**src/rtl/defines_package.sv**
```systemverilog
// defines_package: shared definitions for the z-buffer responder.
//   ADDR_W_DEF / DATA_W_DEF : default pixel address and z/colour data widths
//   WIDTH / HEIGHT          : frame geometry (address = row*WIDTH + col)
//   zbuf_state_e            : responder FSM state encoding
package defines_package;

  localparam int WIDTH      = 640;
  localparam int HEIGHT     = 480;
  // Address width is derived from the frame size so it always covers it.
  localparam int ADDR_W_DEF = $clog2(WIDTH * HEIGHT);
  localparam int DATA_W_DEF = 8;

  typedef enum logic [1:0] {
    ST_IDLE    = 2'd0,
    ST_RD_WAIT = 2'd1,
    ST_WR_WAIT = 2'd2
  } zbuf_state_e;

endpackage

```
**src/rtl/zbuf_wfifo.sv**
```systemverilog
// zbuf_wfifo: posted-write queue for the z-buffer responder.
//   clk, rst              : clock, synchronous active-high reset
//   push, push_addr/data  : enqueue one write (caller guarantees not full)
//   pop                   : drop the head entry (caller guarantees not empty)
//   count                 : registered occupancy, 0..DEPTH
//   head_addr/head_data   : oldest entry, presented to the SRAM on drain
//   look_addr, hit,       : forwarding lookup against the registered contents;
//   hit_data                the youngest matching entry wins. Built only when
//                           ZBUF_FWD_EN is defined, otherwise hit is tied low.
module zbuf_wfifo
  import defines_package::*;
#(
  parameter int DEPTH  = 4,
  parameter int ADDR_W = ADDR_W_DEF,
  parameter int DATA_W = DATA_W_DEF
) (
  input  logic                       clk,
  input  logic                       rst,
  input  logic                       push,
  input  logic [ADDR_W-1:0]          push_addr,
  input  logic [DATA_W-1:0]          push_data,
  input  logic                       pop,
  output logic [$clog2(DEPTH):0]     count,
  output logic [ADDR_W-1:0]          head_addr,
  output logic [DATA_W-1:0]          head_data,
  input  logic [ADDR_W-1:0]          look_addr,
  output logic                       hit,
  output logic [DATA_W-1:0]          hit_data
);

  localparam int PTR_W = $clog2(DEPTH);
  localparam int CNT_W = PTR_W + 1;

  logic [ADDR_W-1:0] addr_mem [DEPTH];
  logic [DATA_W-1:0] data_mem [DEPTH];
  logic [PTR_W-1:0]  wr_ptr;
  logic [PTR_W-1:0]  rd_ptr;

  // Pointers are PTR_W bits wide, so DEPTH being a power of two makes them
  // wrap on their own.
  always_ff @(posedge clk) begin
    if (rst) begin
      wr_ptr <= '0;
      rd_ptr <= '0;
      count  <= '0;
    end else begin
      if (push) begin
        addr_mem[wr_ptr] <= push_addr;
        data_mem[wr_ptr] <= push_data;
        wr_ptr           <= wr_ptr + 1'b1;
      end
      if (pop) begin
        rd_ptr <= rd_ptr + 1'b1;
      end
      count <= count + CNT_W'(push) - CNT_W'(pop);
    end
  end

  assign head_addr = addr_mem[rd_ptr];
  assign head_data = data_mem[rd_ptr];

`ifdef ZBUF_FWD_EN
  logic [PTR_W-1:0] idx;

  // Walk entries oldest to youngest; a later match overrides an earlier one.
  // Only registered contents are searched, so an entry pushed this cycle is
  // invisible to a read accepted in the same cycle.
  always_comb begin
    hit      = 1'b0;
    hit_data = '0;
    idx      = '0;
    for (int i = 0; i < DEPTH; i++) begin
      idx = rd_ptr + PTR_W'(i);
      if ((CNT_W'(i) < count) && (addr_mem[idx] == look_addr)) begin
        hit      = 1'b1;
        hit_data = data_mem[idx];
      end
    end
  end
`else
  logic [ADDR_W-1:0] unused_look;
  assign unused_look = look_addr;
  assign hit         = 1'b0;
  assign hit_data    = '0;
`endif

endmodule

```
**src/rtl/zbuf_responder.sv**
```systemverilog
// zbuf_responder: z-buffer read/write responder in front of a variable-latency
// SRAM. Writes are posted into a small queue and drained in the background;
// reads go to the SRAM, or are answered from the queue when ZBUF_FWD_EN is
// defined. Without ZBUF_FWD_EN reads stall until the queue is empty.
//   clk, rst                  : clock, synchronous active-high reset
//   rd_en/rd_addr, rd_busy    : read request; accepted when rd_en && !rd_busy
//   rd_valid/rd_data          : one-cycle read return; rd_data holds otherwise
//   wr_en/wr_addr/wr_data,    : write request; accepted when wr_en && !wr_full
//   wr_full
//   idle                      : nothing queued, no read in flight, FSM in IDLE
//   mem_req/mem_we/mem_addr/  : SRAM request, held until mem_ack
//   mem_wdata, mem_ack,
//   mem_rdata
//   dbg_state                 : current FSM state
// Handshakes: a request is taken on a rising edge where its enable is high and
// the matching busy/full flag is low; busy/full never depend on the enables.
// The SRAM side holds mem_req and its payload stable until the edge where
// mem_ack is seen; mem_ack in IDLE is ignored.
module zbuf_responder
  import defines_package::*;
#(
  parameter int FIFO_DEPTH = 4,
  parameter int ADDR_W     = ADDR_W_DEF,
  parameter int DATA_W     = DATA_W_DEF
) (
  input  logic              clk,
  input  logic              rst,
  input  logic              rd_en,
  input  logic [ADDR_W-1:0] rd_addr,
  output logic              rd_busy,
  output logic              rd_valid,
  output logic [DATA_W-1:0] rd_data,
  input  logic              wr_en,
  input  logic [ADDR_W-1:0] wr_addr,
  input  logic [DATA_W-1:0] wr_data,
  output logic              wr_full,
  output logic              idle,
  output logic              mem_req,
  output logic              mem_we,
  output logic [ADDR_W-1:0] mem_addr,
  output logic [DATA_W-1:0] mem_wdata,
  input  logic              mem_ack,
  input  logic [DATA_W-1:0] mem_rdata,
  output zbuf_state_e       dbg_state
);

  localparam int CNT_W = $clog2(FIFO_DEPTH) + 1;

  zbuf_state_e       state, state_next;
  logic [CNT_W-1:0]  count;
  logic [ADDR_W-1:0] head_addr;
  logic [DATA_W-1:0] head_data;
  logic              hit;
  logic [DATA_W-1:0] hit_data;
  logic              rd_accept, wr_accept, pop;

  logic              mem_req_d, mem_we_d, rd_valid_d;
  logic [ADDR_W-1:0] mem_addr_d;
  logic [DATA_W-1:0] mem_wdata_d, rd_data_d;

  zbuf_wfifo #(
    .DEPTH (FIFO_DEPTH),
    .ADDR_W(ADDR_W),
    .DATA_W(DATA_W)
  ) u_wfifo (
    .clk      (clk),
    .rst      (rst),
    .push     (wr_accept),
    .push_addr(wr_addr),
    .push_data(wr_data),
    .pop      (pop),
    .count    (count),
    .head_addr(head_addr),
    .head_data(head_data),
    .look_addr(rd_addr),
    .hit      (hit),
    .hit_data (hit_data)
  );

  // Full comes from the registered count: a pop this cycle frees a slot only
  // from the next cycle on.
  assign wr_full = (count == CNT_W'(FIFO_DEPTH));

  // A read is refused while one is being returned (rd_valid high) so at most
  // one read is ever in flight.
`ifdef ZBUF_FWD_EN
  assign rd_busy = (state != ST_IDLE) || wr_full || rd_valid;
`else
  // No forwarding: a read may only go to the SRAM once every queued write has
  // landed there, which keeps read-after-write coherent.
  assign rd_busy = (state != ST_IDLE) || wr_full || rd_valid || (count != '0);
`endif

  assign rd_accept = rd_en && !rd_busy;
  assign wr_accept = wr_en && !wr_full;
  assign pop       = (state == ST_WR_WAIT) && mem_ack;
  assign idle      = (state == ST_IDLE) && (count == '0) && !rd_valid;
  assign dbg_state = state;

  // State and registered outputs.
  always_ff @(posedge clk) begin
    if (rst) begin
      state     <= ST_IDLE;
      mem_req   <= 1'b0;
      mem_we    <= 1'b0;
      mem_addr  <= '0;
      mem_wdata <= '0;
      rd_valid  <= 1'b0;
      rd_data   <= '0;
    end else begin
      state     <= state_next;
      mem_req   <= mem_req_d;
      mem_we    <= mem_we_d;
      mem_addr  <= mem_addr_d;
      mem_wdata <= mem_wdata_d;
      rd_valid  <= rd_valid_d;
      rd_data   <= rd_data_d;
    end
  end

  // Next state. A full queue forces a drain (rd_busy is high then, so no read
  // can be accepted); otherwise an accepted read wins over draining.
  always_comb begin
    state_next = state;
    case (state)
      ST_IDLE: begin
        if (wr_full)          state_next = ST_WR_WAIT;
        else if (rd_accept)   state_next = hit ? ST_IDLE : ST_RD_WAIT;
        else if (count != '0) state_next = ST_WR_WAIT;
      end
      ST_RD_WAIT: if (mem_ack) state_next = ST_IDLE;
      ST_WR_WAIT: if (mem_ack) state_next = ST_IDLE;
      default:    state_next = ST_IDLE;
    endcase
  end

  // Next values of the registered outputs. The SRAM payload is loaded only on
  // leaving IDLE, which keeps it stable for the whole wait.
  always_comb begin
    mem_req_d   = (state_next != ST_IDLE);
    mem_we_d    = (state_next == ST_WR_WAIT);
    mem_addr_d  = mem_addr;
    mem_wdata_d = mem_wdata;
    rd_valid_d  = 1'b0;
    rd_data_d   = rd_data;
    if (state == ST_IDLE && state_next == ST_RD_WAIT) begin
      mem_addr_d = rd_addr;
    end
    if (state == ST_IDLE && state_next == ST_WR_WAIT) begin
      mem_addr_d  = head_addr;
      mem_wdata_d = head_data;
    end
    if (rd_accept && hit) begin
      rd_valid_d = 1'b1;
      rd_data_d  = hit_data;
    end
    if (state == ST_RD_WAIT && mem_ack) begin
      rd_valid_d = 1'b1;
      rd_data_d  = mem_rdata;
    end
  end

endmodule
```
**config.mk**
```make
export PLATFORM = sky130hd
export DESIGN_NAME = zbuf_responder
export DESIGN_NICKNAME = d
export VERILOG_FILES = /design/src/rtl/defines_package.sv /design/src/rtl/zbuf_wfifo.sv /design/src/rtl/zbuf_responder.sv
export SDC_FILE = /design/constraint.sdc
export NUM_CORES = 1
export LEC_CHECK = 0
export ABC_AREA = 1
export BUFFER_PORTS_ARGS = -buffer_cell sky130_fd_sc_hd__buf_4
export CORE_UTILIZATION = 35
export CTS_CLUSTER_SIZE = 24
export DETAILED_ROUTE_END_ITERATION = 8
export MAX_ROUTING_LAYER = met4
export PLACE_DENSITY_LB_ADDON = 0.05
export SLEW_MARGIN = 20
export SYNTH_ARGS = -nofsm -noshare
export SYNTH_HDL_FRONTEND = slang
export SYNTH_SLANG_ARGS = --single-unit
```
**constraint.sdc**
```tcl
create_clock -name clk -period 8.26 [get_ports clk]
set_clock_uncertainty 0.2 [all_clocks]
set_input_delay 1.652 -clock clk [delete_from_list [all_inputs] [get_ports clk]]
set_output_delay 1.652 -clock clk [all_outputs]
set_load 0.03 [all_outputs]
```
## After elaboration in Yosys (flattened, before gate mapping)

Memory sizes are Yosys's and may differ from the RTL's. A register that Yosys moved wholly into a read port is not among the register bits.
Cells that the tools add are included.

- Add/subtract/negate cells: 4
- Equality and inequality tests: 5
- Muxes and demuxes: 13
- Reductions and logical operators: 21

Operator list:

| operator | number |
|---|---|
| two-way mux 19 bit | 2 |
| two-way mux 2 bit | 6 |
| logical AND 1 bit | 8 |
| nonzero test 2 bit | 3 |
| adder 2 x 1 -> 2 bit, second input constant | 2 |
| == test 2 x 1 -> 1 bit, second input constant | 2 |
| == test 2 bit, second input constant | 2 |
| two-way mux 1 bit | 4 |
| one-hot mux 2 bit (2 select lines) | 1 |
| adder 3 x 1 -> 3 bit | 1 |
| == test 3 bit, second input constant | 1 |
| logical NOT 1 bit | 3 |
| logical NOT 3 bit | 1 |
| logical OR 1 bit | 3 |
| nonzero test 3 bit | 1 |
| subtractor 3 x 1 -> 3 bit | 1 |
| logical NOT 2 bit | 1 |
| OR reduction 2 bit | 1 |

- Register bits: 39
- Memory bits (writable): 108
- Output and inout port bits: 43
- Memories: 2

Memories:

| memory | words | bits a word | read ports | clocked after Yosys merged registers in | wr ports | line | text |
|---|---|---|---|---|---|---|---|
| u_wfifo.addr_mem | 4 | 19 | 1 | 1 | 1 | zbuf_wfifo.sv:34 | `logic [ADDR_W-1:0] addr_mem [DEPTH];` |
| u_wfifo.data_mem | 4 | 8 | 1 | 1 | 1 | zbuf_wfifo.sv:35 | `logic [DATA_W-1:0] data_mem [DEPTH];` |

## Logic depth before layout (Yosys ltp)

- Word-level depth: 13
- Depth in mapped cells: 14
- Mapped depth without buffers: 13

## Hierarchy

A second synthesis with hierarchy kept.

- Cell total of the unflattened synthesis: 698
- Area total of the unflattened synthesis: 7000.5 µm²

By module, submodules not included:

| module | times used | cells an instance | area each (µm²) | sequential area each (µm²) |
|---|---|---|---|---|
| zbuf_wfifo | 1 | 380 | 4850.9 | 3423.3 |
| zbuf_responder | 1 | 318 | 2149.6 | 800.8 |

## Worst setup path after synthesis

OpenSTA, ideal clock, no wires.

- Path kind: input to register
- From: input port rst
- To: memory u_wfifo.addr_mem[0][0] (netlist bit), enable pin
- Setup time: 411 ps
- Data arrival time: 3326 ps
- Required time: 7649 ps
- Setup slack: 4323 ps
- Cell stages on the path: 3
- Path buffers: 1
- Path through: clkbuf_1 or2_2 nor2_1

- Cells in the longest elaborated chain, start to end: 2

Ends and longest elaborated chain:

| item | line | text |
|---|---|---|
| from (decl) | zbuf_responder.sv:27 | `input logic rst,` |
| two-way mux 1 bit | zbuf_wfifo.sv:42 | `if (rst) begin` |
| two-way mux 1 bit (implied by the code) | zbuf_wfifo.sv:48 | `addr_mem[wr_ptr] <= push_addr;` |
| to (decl) | zbuf_wfifo.sv:34 |  |

Every way passes these cells.

## Worst setup path in the final report

- From: register state[0] (netlist: dbg_state[0])
- To: output port idle

- Cells in the longest elaborated chain, start to end: 3

Ends and longest elaborated chain:

| item | line | text |
|---|---|---|
| from (decl) | zbuf_responder.sv:49 | `zbuf_state_e state, state_next;` |
| from (signal assigned) | zbuf_responder.sv:111 | `state <= state_next;` |
| logical NOT 2 bit | zbuf_responder.sv:97 | `assign idle = (state == ST_IDLE) && (count == '0) && !rd_valid;` |
| logical AND 1 bit (2 in a row) | zbuf_responder.sv:97 |  |
| to (decl) | zbuf_responder.sv:37 | `output logic idle,` |

Every way passes these cells.

==> metrics.md <==
| Metric | Value |
|---|---|
| Cts repair resizes | `0` |
| Most frequent cells in the layout | `139 x nor2_1, 108 x edfxtp_1, 103 x buf_4, 70 x nand2_1, 66 x o21ai_0` |
| Final setup vio count | `0` |
| Die area | `18900 sq um` |
| Routed wire length | `14900 um` |
| EDFF count, synth | `108` |
| Via count | `4525` |
| Die Y | `137 um` |
| Adder-cell share of the synthesized area | `2.27%` |
| Largest family of logic cells by synthesized area | `simple AND/OR/NAND/NOR gates` |
| Drc violations | `0` |
| Antenna Cells | `0` |
| Clk sink count | `157` |
| Status | `finished, final reports clean` |
| CTS Root Cell | `clkbuf_16` |
| Fmax | `286 MHz` |
| Setup Fix Bufs, Post-CTS | `0` |
| Relative slew slack | `36.8%` |
| MaxCap Viol Count | `0` |
| First-pass GRT wire length | `23100 um` |
| Worst Hold Class | `reg -> reg` |
| Seq cells post-synth | `157` |
| Io pins | `102` |
| Post-synthesis async set-or-reset flop share | `0%` |
| CTS tree | `yes` |
| Nets | `764` |
| Compound-Gate Fraction of Synth Area | `8.73%` |
| PwrDens | `343 nW/um^2` |
| Synth Area in Simple Gates | `18.2%` |
| Vias per inst | `4.83` |
| Clk buf depth | `2` |
| Synth Flop Type | `edfxtp_1` |
| Mean Syn Cell Area | `10.6 sq um` |
| Startpoint types | `flop` |
| Die width | `137 um` |
| GRT overflow | `0` |
| Place WS | `4420 ps` |
| Yosys top cell by area | `edfxtp_1` |
| Cell mode on critical path | `inv_1` |
| Port Buf Inserts | `101` |
| Synth Cell Area | `6410 sq um` |
| Syn Nets | `672` |
| Post-DP HPWL | `9360 um` |
| Synth cell types | `31` |
| WHS | `284 ps` |
| TNS Setup | `0 ps` |
| Largest net degree at the start of global routing | `45` |
| Hold buffer count at cts | `0` |
| DRT Pass-1 Iters | `7` |
| Initial antenna violation count | `0` |
| Layout area overhead | `23.2%` |
| LEAKAGE | `3.13 nW` |
| Skew-Pair Late Insertion Delay | `420 ps` |
| WL/cell | `15.9 um` |
| Final core utilization | `43.9%` |
| Sequential fraction of the synthesis area | `65.9%` |
| Hold Vio Cnt, Final | `0` |
| Crit end category | `output port` |
| Design Power | `2.71 mW` |
| CP bufs+invs | `4` |
| Clock Pin Slew Worst Setup and Hold Paths | `60 ps` |
| Syn. warnings | `0` |
| Largest delay share family, worst path | `flip-flops` |
| WP data required | `6410 ps` |
| Number of global-route vias before repair | `4301` |
| Gr usage total | `17.2%` |
| Worst Path Class, Setup | `reg -> out` |
| Placer Congestion | `0.768` |
| Clock H-tree levels | `4` |
| Tmin final | `3490 ps` |
| Worst-margin pin slew | `947 ps` |
| Unrepaired setup endpoints after global routing | `false` |
| Synth area leaders | `edfxtp_1 51%, dfxtp_1 15%, nor2_1 8.4%` |
| Placed inst area | `7330 sq um` |
| Crit Path Max Fanout | `6` |
| Final Cell Area | `7890 sq um` |
| Final std cells w/o fill | `936` |
| Mux contribution to synthesized area | `0%` |
| Dpl cells | `904` |
| Max-slew violations | `0` |
| Fill count | `1686` |
| Ratio of final minimum period to clock period | `42.3%` |
| Synth Area in XOR/XNOR | `0.273%` |
| Final worst setup slack | `4770 ps` |
| Core area | `18000 sq um` |
| Initial Util | `35.7%` |
| Ratio of cells with drive above 1 in the final layout | `21.1%` |
| Synth top area share | `50.6%` |
| Antenna Nets Post-Route | `0` |
| DRT iter0 DRCs | `298` |
| Worst VDD drop | `0.228 mV` |
| CP max stage cell | `dfxtp_1` |
| CP Cell Sequence | `inv_1, ha_1, inv_1, nor2_2, nand2_1, inv_1, buf_4` |
| WP data arrival | `1640 ps` |
| Commonest non-fill, non-tap cell in the layout | `nor2_1` |
| FP Rows | `49` |
| Mapped Cells | `602` |
| Inserted Clock Buffers | `17` |
| CP peak stage delay | `440 ps` |
-- synthesized netlist by cell type (7+ instances only) --
cell type	n
dfxtp_1	49
o21ai_0	66
buf_2	7
clkbuf_1	15
inv_1	31
a21oi_1	8
o22ai_1	23
nand4_1	16
nor2_1	143
ha_1	10
nand3b_1	19
nand2_1	70
edfxtp_1	108
-- cell type report --
class	count	area, sq um	area share, %
Inverter	35	131	1.66
Clock inverter	12	123	1.55
Sequential cell	157	4220	53.5
Tap cell	229	287	3.63
Clock buffer	20	437	5.53
Multi-Input combinational cell	380	1920	24.3
Timing Repair Buffer	103	773	9.80
-- worst paths after layout --
check	from	endpoint	slack, ps	depth (start not counted)
setup / recovery	dbg_state[0]	idle	4770	7
hold / removal	mem_wdata[6]	mem_wdata[6]	280	2
setup reg to reg	dbg_state[0]	mem_addr[6]	5330	12
hold reg to reg	mem_wdata[6]	mem_wdata[6]	280	2
-- cells by family after synthesis --
family / count (synthesis)
compound gates: 102
simple gates: 265
xor+xnor: 2
flops: 157
buf+inv: 65
fa+ha+maj: 11
-- flip-flops by register name (all words and copies together), names as in the netlist, named ones only --
signal / count
u_wfifo.addr_mem: 76
u_wfifo.data_mem: 32
mem_addr: 19
mem_wdata: 8
rd_data: 8
u_wfifo.count: 3
dbg_state: 2
u_wfifo.rd_ptr: 2
u_wfifo.wr_ptr: 2
mem_req: 1
mem_we: 1
rd_valid: 1
-- layer usage --
metal,track usage (%),up-vias,part of all wire [%]
met3,3.86,15,4.6
met4,6.23,0,1.3
met5,-,-,0
met1,23.2,2143,49
met2,25.4,106,45
li1,-,2261,-
-- worst reg2reg max path, cell delays in order, from the launching register on --
cell and delay, ps:
dfxtp_1 440, inv_1 100, ha_1 270, inv_1 90, nor2_2 40, nand4_2 90
nand4_1 160, inv_2 270, nand3_4 460, nand2_2 420, inv_2 130, nor2_1 130
nor2_1 40
-- where the power goes --
group          switching, mW  internal, mW
logic                  0.657         0.318
registers             0.0486         0.939
clock network          0.304         0.441
No activity file was read; power rests on OpenSTA's default activity.
